[src/rtl/barrel_shift_pipe_pkg.sv]
// ---------------------------------------------------------------------------
// barrel_pkg
//   Shared definitions for the pipelined barrel shifter.
//   - mode_t : 2-bit shift mode (LSL, LSR, ASR, ROL)
//   - DEFAULT_WIDTH : default datapath width
//   - shw_of() : shift-amount width / pipeline depth for a given data width
// ---------------------------------------------------------------------------
package barrel_pkg;

  // Shift mode encoding as seen on in_mode.
  typedef enum logic [1:0] {
    LSL = 2'b00,
    LSR = 2'b01,
    ASR = 2'b10,
    ROL = 2'b11
  } mode_t;

  localparam int DEFAULT_WIDTH = 16;

  // Number of shift-amount bits, which is also the number of pipeline stages.
  function automatic int shw_of(input int width);
    return $clog2(width);
  endfunction

endpackage

[src/rtl/barrel_shift_pipe_if.sv]
// ---------------------------------------------------------------------------
// barrel_shift_pipe_if
//   Groups the upstream (in_*) and downstream (out_*) handshake buses of the
//   barrel shifter.
//   Ports (signals):
//     in_data/in_amt/in_mode/in_valid : operand beat offered by upstream
//     in_ready                        : shifter can accept a beat
//     out_data/out_zero/out_valid     : result beat presented downstream
//     out_ready                       : downstream accepts the result
//   Modports:
//     master : the environment driving operands and consuming results
//     slave  : the shifter itself
// ---------------------------------------------------------------------------
interface barrel_shift_pipe_if
  import barrel_pkg::*;
#(
  parameter int WIDTH = DEFAULT_WIDTH
);

  localparam int SHW = shw_of(WIDTH);

  logic [WIDTH-1:0] in_data;
  logic [SHW-1:0]   in_amt;
  mode_t            in_mode;
  logic             in_valid;
  logic             in_ready;

  logic [WIDTH-1:0] out_data;
  logic             out_zero;
  logic             out_valid;
  logic             out_ready;

  modport master (
    output in_data, in_amt, in_mode, in_valid, out_ready,
    input  in_ready, out_data, out_zero, out_valid
  );

  modport slave (
    input  in_data, in_amt, in_mode, in_valid, out_ready,
    output in_ready, out_data, out_zero, out_valid
  );

endinterface

[src/rtl/barrel_shift_pipe_stage.sv]
// ---------------------------------------------------------------------------
// barrel_stage
//   One pipeline step of the barrel shifter: shifts the incoming beat by 2^K
//   when amt bit K is set, then registers valid/data/amt/mode.
//   Ports:
//     clk, rst    : clock, synchronous active-high reset
//     advance     : pipeline may move this cycle (low = hold on stall)
//     up_*        : beat arriving from the previous stage (or the input bus)
//     dn_*        : registered beat handed to the next stage (or output bus)
// ---------------------------------------------------------------------------
module barrel_stage
  import barrel_pkg::*;
#(
  parameter  int WIDTH = DEFAULT_WIDTH,
  parameter  int K     = 0,
  localparam int SHW   = shw_of(WIDTH)
) (
  input  logic             clk,
  input  logic             rst,
  input  logic             advance,

  input  logic             up_valid,
  input  logic [WIDTH-1:0] up_data,
  input  logic [SHW-1:0]   up_amt,
  input  mode_t            up_mode,

  output logic             dn_valid,
  output logic [WIDTH-1:0] dn_data,
  output logic [SHW-1:0]   dn_amt,
  output mode_t            dn_mode
);

  localparam int DIST = 1 << K;

  // Once this stage has applied its step, bit K is spent; clearing it leaves
  // only the amount bits still owed by later stages.
  localparam logic [SHW-1:0] CONSUMED = {{(SHW-1){1'b0}}, 1'b1} << K;

  logic [WIDTH-1:0] shifted;

  logic             valid_q, valid_d;
  logic [WIDTH-1:0] data_q,  data_d;
  logic [SHW-1:0]   amt_q,   amt_d;
  mode_t            mode_q,  mode_d;

  // Conditional shift by 2^K. ASR replicates the sign bit of the beat as it
  // currently stands; earlier stages never change the MSB under ASR, so this
  // is still the original operand's sign. ROL wraps the MSB-side bits back in.
  always_comb begin
    shifted = up_data;
    if (up_amt[K]) begin
      case (up_mode)
        LSL:     shifted = up_data << DIST;
        LSR:     shifted = up_data >> DIST;
        ASR:     shifted = $unsigned($signed(up_data) >>> DIST);
        ROL:     shifted = (up_data << DIST) | (up_data >> (WIDTH - DIST));
        default: shifted = up_data;
      endcase
    end
  end

  // Next-state: hold everything while stalled, otherwise take the upstream
  // beat. Bubbles travel as all-zero beats so that idle operand inputs never
  // leak into the pipeline state.
  always_comb begin
    valid_d = valid_q;
    data_d  = data_q;
    amt_d   = amt_q;
    mode_d  = mode_q;
    if (advance) begin
      valid_d = up_valid;
      if (up_valid) begin
        data_d = shifted;
        amt_d  = up_amt & ~CONSUMED;
        mode_d = up_mode;
      end else begin
        data_d = '0;
        amt_d  = '0;
        mode_d = LSL;
      end
    end
  end

  // Stage register; reset discards whatever beat was held here.
  always_ff @(posedge clk) begin
    if (rst) begin
      valid_q <= 1'b0;
      data_q  <= '0;
      amt_q   <= '0;
      mode_q  <= LSL;
    end else begin
      valid_q <= valid_d;
      data_q  <= data_d;
      amt_q   <= amt_d;
      mode_q  <= mode_d;
    end
  end

  assign dn_valid = valid_q;
  assign dn_data  = data_q;
  assign dn_amt   = amt_q;
  assign dn_mode  = mode_q;

endmodule

[src/rtl/barrel_shift_pipe.sv]
// ---------------------------------------------------------------------------
// barrel_shift_pipe
//   Pipelined barrel shifter (LSL/LSR/ASR/ROL) with valid/ready handshakes on
//   both sides. SHW = log2(WIDTH) stages, stage k shifting by 2^k, so the
//   latency is exactly SHW cycles and throughput one beat per cycle.
//   WIDTH must be a power of two and at least 4.
//   Ports:
//     clk  : clock, all state on rising edge
//     rst  : synchronous active-high reset, flushes all beats in flight
//     bus  : barrel_shift_pipe_if.slave (in_* operand side, out_* result side)
// ---------------------------------------------------------------------------
module barrel_shift_pipe
  import barrel_pkg::*;
#(
  parameter int WIDTH = DEFAULT_WIDTH
) (
  input logic                clk,
  input logic                rst,
  barrel_shift_pipe_if.slave bus
);

  localparam int SHW = shw_of(WIDTH);

  // Index 0 is the input bus, index k+1 is the register of stage k.
  logic             stg_valid [SHW+1];
  logic [WIDTH-1:0] stg_data  [SHW+1];
  logic [SHW-1:0]   stg_amt   [SHW+1];
  mode_t            stg_mode  [SHW+1];

  logic stall;
  logic advance;

  // The whole pipeline freezes as one unit when the result cannot leave;
  // no bubble collapsing, so a single global advance suffices.
  assign stall   = bus.out_valid & ~bus.out_ready;
  assign advance = ~stall;

  assign bus.in_ready = bus.out_ready | ~bus.out_valid;

  assign stg_valid[0] = bus.in_valid;
  assign stg_data[0]  = bus.in_data;
  assign stg_amt[0]   = bus.in_amt;
  assign stg_mode[0]  = bus.in_mode;

  for (genvar k = 0; k < SHW; k++) begin : g_stage
    barrel_stage #(
      .WIDTH (WIDTH),
      .K     (k)
    ) u_stage (
      .clk      (clk),
      .rst      (rst),
      .advance  (advance),
      .up_valid (stg_valid[k]),
      .up_data  (stg_data[k]),
      .up_amt   (stg_amt[k]),
      .up_mode  (stg_mode[k]),
      .dn_valid (stg_valid[k+1]),
      .dn_data  (stg_data[k+1]),
      .dn_amt   (stg_amt[k+1]),
      .dn_mode  (stg_mode[k+1])
    );
  end

  assign bus.out_valid = stg_valid[SHW];
  assign bus.out_data  = stg_data[SHW];
  assign bus.out_zero  = (stg_data[SHW] == '0);

endmodule

[src/flat_wrapper.sv]
// flat-port wrapper written by rule: the top's interface ports become plain ports
module barrel_shift_pipe_flat import barrel_pkg::*;
#(
  parameter int WIDTH = DEFAULT_WIDTH
)
  (clk, rst, bus_in_data, bus_in_amt, bus_in_mode, bus_in_valid, bus_out_ready, bus_in_ready, bus_out_data, bus_out_zero, bus_out_valid);
  barrel_shift_pipe_if #(.WIDTH(WIDTH)) bus_i ();
  input logic clk;
  input logic rst;
  input wire logic [$bits(bus_i.in_data)-1:0] bus_in_data;
  input wire logic [$bits(bus_i.in_amt)-1:0] bus_in_amt;
  input wire logic [$bits(bus_i.in_mode)-1:0] bus_in_mode;
  input wire logic [$bits(bus_i.in_valid)-1:0] bus_in_valid;
  input wire logic [$bits(bus_i.out_ready)-1:0] bus_out_ready;
  output wire logic [$bits(bus_i.in_ready)-1:0] bus_in_ready;
  output wire logic [$bits(bus_i.out_data)-1:0] bus_out_data;
  output wire logic [$bits(bus_i.out_zero)-1:0] bus_out_zero;
  output wire logic [$bits(bus_i.out_valid)-1:0] bus_out_valid;
  assign bus_i.in_data = bus_in_data;
  assign bus_i.in_amt = bus_in_amt;
  assign bus_i.in_mode = bus_in_mode;
  assign bus_i.in_valid = bus_in_valid;
  assign bus_i.out_ready = bus_out_ready;
  assign bus_in_ready = bus_i.in_ready;
  assign bus_out_data = bus_i.out_data;
  assign bus_out_zero = bus_i.out_zero;
  assign bus_out_valid = bus_i.out_valid;
  barrel_shift_pipe #(.WIDTH(WIDTH)) u_core (.clk(clk), .rst(rst), .bus(bus_i));
endmodule
[config.mk]
export PLATFORM = sky130hd
export DESIGN_NAME = barrel_shift_pipe_flat
export DESIGN_NICKNAME = d
export VERILOG_FILES = /design/src/rtl/barrel_shift_pipe_pkg.sv /design/src/rtl/barrel_shift_pipe_if.sv /design/src/rtl/barrel_shift_pipe_stage.sv /design/src/rtl/barrel_shift_pipe.sv /design/src/flat_wrapper.sv
export SDC_FILE = /design/constraint.sdc
export NUM_CORES = 1
export LEC_CHECK = 0
export BUFFER_PORTS_ARGS = -buffer_cell sky130_fd_sc_hd__buf_4
export CORE_ASPECT_RATIO = 0.5
export CORE_MARGIN = 3
export CORE_UTILIZATION = 33
export DETAILED_ROUTE_END_ITERATION = 10
export PLACE_DENSITY_LB_ADDON = 0.05
export SYNTH_ARGS = -nofsm -noshare
export SYNTH_HDL_FRONTEND = slang
export SYNTH_SLANG_ARGS = --single-unit
export TNS_END_PERCENT = 1
[constraint.sdc]
create_clock -name clk -period 2.6 [get_ports clk]
set_input_delay 0.39 -clock clk [delete_from_list [all_inputs] [get_ports clk]]
set_output_delay 0.39 -clock clk [all_outputs]
set_load 0.01 [all_outputs]
==> results.sh <==
export IMPL_status="finished clean"
export IMPL_ir_drop_mv=0.2803
export IMPL_crit_path_start_kind="flop"
export IMPL_reg2reg_depth=4
export IMPL_place_gp_congestion=0.7711
export IMPL_p_per_area_nw_per_um2=569.7
export IMPL_drv_slew=0
export IMPL_ios=45
export IMPL_synth_nets=511
export IMPL_synth_area_um2=4323
export IMPL_yosysSeqAreaShare_pct=37.05
export IMPL_initial_utilization_pct=35.15
export IMPL_syn_inst=485
export IMPL_place_area_um2=4662
export IMPL_r2r_slack_ns=0.70
export IMPL_placed_cells=657
export IMPL_fin_crit_ns=1.898
export IMPL_routedWlPerCell_um=17.32
export IMPL_clock_latency_ns=0.33
export IMPL_ys_warn_count=0
export IMPL_ys_types=44
export IMPL_cpPeakStageDelay_ns=0.62
export IMPL_synth_ff_type="dfxtp_1"
export IMPL_dp_hpwl_um=8357
export IMPL_r2r_end="u_core.g_stage[0].u_stage.dn_data[4]$_SDFFE_PP0N_"
export IMPL_dieHeight_um=86.93
export IMPL_multi_input_comb_area_um2=2390
export IMPL_max_freq_mhz=526.8
export IMPL_path_depth=4
export IMPL_cp_top_family="simple AND/OR/NAND/NOR gates"
export IMPL_clkTransAtPathRegs_ns=0.06
export IMPL_r2r_start="u_core.g_stage[3].u_stage.dn_valid$_SDFFE_PP0N_"
export IMPL_crit_arrival_ns=2.14
export IMPL_rows=28
export IMPL_hold_viol=0
export IMPL_worst_clock_skew_ns=0.004782
export IMPL_min_to="u_core.g_stage[0].u_stage.dn_amt[2]$_SDFFE_PP0N_"
export IMPL_crit_fanout=34
export IMPL_cts_buffers=9
export IMPL_wirelength_um=11660
export IMPL_regArea_um2=1602
export IMPL_async_flop_share_pct=0
export IMPL_worstSetupPathType="reg -> reg"
export IMPL_gr_total_overflow=0
export IMPL_synth_seq_cells=80
export IMPL_root_buffer="clkbuf_16"
export IMPL_post_cts_buffers=0
export IMPL_antenna_found_initial=0
export IMPL_die_x_um=167.9
export IMPL_p_leak_uw=0.001989
export IMPL_slowest_stage="nand3_1"
export IMPL_path_cells="nor2b_2 -> inv_4 -> nand3_1 -> o221ai_1"
export IMPL_cts_resized_gates=0
export IMPL_required_ns=2.84
export IMPL_fin_cells=673
export IMPL_setup_viol=0
export IMPL_cts_tree="yes"
export IMPL_htreeDepth=3
export IMPL_syn_to_final_growth_pct=15.22
export IMPL_cts_path_max_buffers=2
export IMPL_cts_hold_buf=0
export IMPL_tns_ns=0
export IMPL_rsz0062_at_grt="false"
export IMPL_hp_class="in -> reg"
export IMPL_avgSynthCellArea_um2=8.913
export IMPL_stdcell_area_um2=4981
export IMPL_drc=0
export IMPL_crit_path_end_kind="flop"
export IMPL_grt_usage_pct=17.08
export IMPL_grt_pass1_vias=3565
export IMPL_fin_nets=529
export IMPL_routed_via_density=5.357
export IMPL_drt_pass1_iter_count=4
export IMPL_num_fill_cells=1274
export IMPL_min_period_over_period_pct=73.02
export IMPL_core_area_um2=12300
export IMPL_n_antenna_cell=0
export IMPL_min_from="bus_in_amt[2]"
export IMPL_cap_viol_max_count=0
export IMPL_portBuffers=44
export IMPL_fp_dieArea_um2=14590
export IMPL_synth_edf_count=0
export IMPL_min_path_cells=3
export IMPL_clock_sinks=80
export IMPL_grt_first_pass_wirelength_um=19850
export IMPL_cp_num_buf_inv=1
export IMPL_grt_max_degree=55
export IMPL_vias=3605
export IMPL_relSlewSlack_pct=37.24
export IMPL_tightest_slew_ns=0.9402
export IMPL_first_iter_violations=189
export IMPL_ant_nets=0
export IMPL_drive_gt1_share_pct=20.87
==> cells by family (layout without fill, tap and decap cells) <==
family	Yosys count	count (layout)	share of synthesized area, %
AND/OR/NAND/NOR	166	166	18.23
AO/OA/AOI/OAI	119	119	23.10
flip-flops	80	80	37.05
buffers and inverters	66	89	7.786
multiplexers	50	50	11.81
XOR/XNOR	4	4	2.026
==> routing by layer <==
metal	track usage, %	up-vias	part of all wire (%)
li1	-	1813	-
met1	25.97	1719	55
met2	24.30	64	40
met3	3.762	9	4.2
met4	4.306	0	0.78
met5	0	-	0
==> cell usage after synthesis, types with 12 or more instances <==
master    instances  area (µm²)
a21oi_1          24       120.1
a32o_1           12       120.1
buf_2            15       75.07
clkbuf_1         15       56.30
dfxtp_1          80        1602
inv_1            21       78.83
mux2i_1          42       420.4
nand2_1          90       337.8
nand3_1          23       115.1
o211ai_1         20       150.1
o221ai_1         24       210.2
or2_2            12       75.07
==> through the flow <==
step | hold WS, ns | utilization [%] | worst slack, ns | power (µW)
floorplan | 0.4325 | - | 1.226 | 1456
global placement | 0.4444 | 37.91 | 0.6096 | 1532
detailed placement | 0.4465 | 37.91 | 0.6027 | 1531
CTS | 0.3205 | 40.51 | 0.6676 | 2888
global route | 0.3336 | 40.51 | 0.4437 | 2969
finish | 0.3357 | 40.51 | 0.7016 | 2838
==> report_power, final <==
| part | leakage, µW | switching (µW) | internal (µW) |
|---|---|---|---|
| sequential | 0.000648 | 40.3 | 1250 |
| combinational | 0.00118 | 112 | 98.9 |
| clock | 0.000159 | 488 | 848 |
==> worst min-delay path: cells and delay by family <==
kind	cells	cell delay, ns
buffers and inverters	1	0.11
AND/OR/NAND/NOR	1	0.07
AO/OA/AOI/OAI	1	0.05
==> how the worst max path moves through the flow <==
stage	startpoint	endpoint	slack [ns]
detailed placement	bus_out_ready	u_core.g_stage[0].u_stage.dn_data[1]$_SDFFE_PP0N_	0.60
finish	u_core.g_stage[3].u_stage.dn_valid$_SDFFE_PP0N_	u_core.g_stage[0].u_stage.dn_data[4]$_SDFFE_PP0N_	0.70
floorplan	u_core.g_stage[3].u_stage.dn_valid$_SDFFE_PP0N_	u_core.g_stage[0].u_stage.dn_data[10]$_SDFFE_PP0N_	1.23
CTS	u_core.g_stage[3].u_stage.dn_valid$_SDFFE_PP0N_	u_core.g_stage[0].u_stage.dn_data[1]$_SDFFE_PP0N_	0.67
global placement	bus_out_ready	u_core.g_stage[0].u_stage.dn_data[2]$_SDFFE_PP0N_	0.61
global route	u_core.g_stage[3].u_stage.dn_valid$_SDFFE_PP0N_	u_core.g_stage[0].u_stage.dn_data[2]$_SDFFE_PP0N_	0.44
==> registers in the layout, summed over array words and instances (netlist names) <==
name / cells
u_core.g_stage.u_stage.dn_mode: 6
u_core.g_stage.u_stage.dn_data: 64
u_core.g_stage.u_stage.dn_valid: 4
u_core.g_stage.u_stage.dn_amt: 6
==> cell type report <==
cell class | count | share of cell area, %
sequential | 80 | 32.15
clock inverter | 2 | 0.7033
timing repair buffer | 50 | 7.536
tap | 165 | 4.145
multi-input combinational | 339 | 47.98
inverter | 23 | 1.783
clock buffer | 14 | 5.702
==> placed cells by master (no fill, tap or decap), drive strengths merged, types with 2 or more instances in the layout <==
| cell type | synthesis | final |
|---|---|---|
| o211a | 8 | 8 |
| nand3b | 2 | 2 |
| nand4 | 2 | 2 |
| nor2b | 12 | 12 |
| and3 | 3 | 3 |
| o31ai | 9 | 9 |
| and2b | 2 | 2 |
| dfxtp | 80 | 80 |
| clkbuf | 15 | 14 |
| a21oi | 24 | 24 |
| xor2 | 2 | 2 |
| nand3 | 25 | 25 |
| nor2 | 11 | 11 |
| o221ai | 34 | 34 |
| o211ai | 20 | 20 |
| mux2 | 8 | 8 |
| nand2 | 90 | 90 |
| or2 | 12 | 12 |
| mux2i | 42 | 42 |
| a221oi | 8 | 8 |
| nor4 | 4 | 4 |
| a32o | 12 | 12 |
| xnor2 | 2 | 2 |
| buf | 28 | 50 |
| inv | 23 | 23 |
Note: power is estimated with default switching activity, not from simulation.
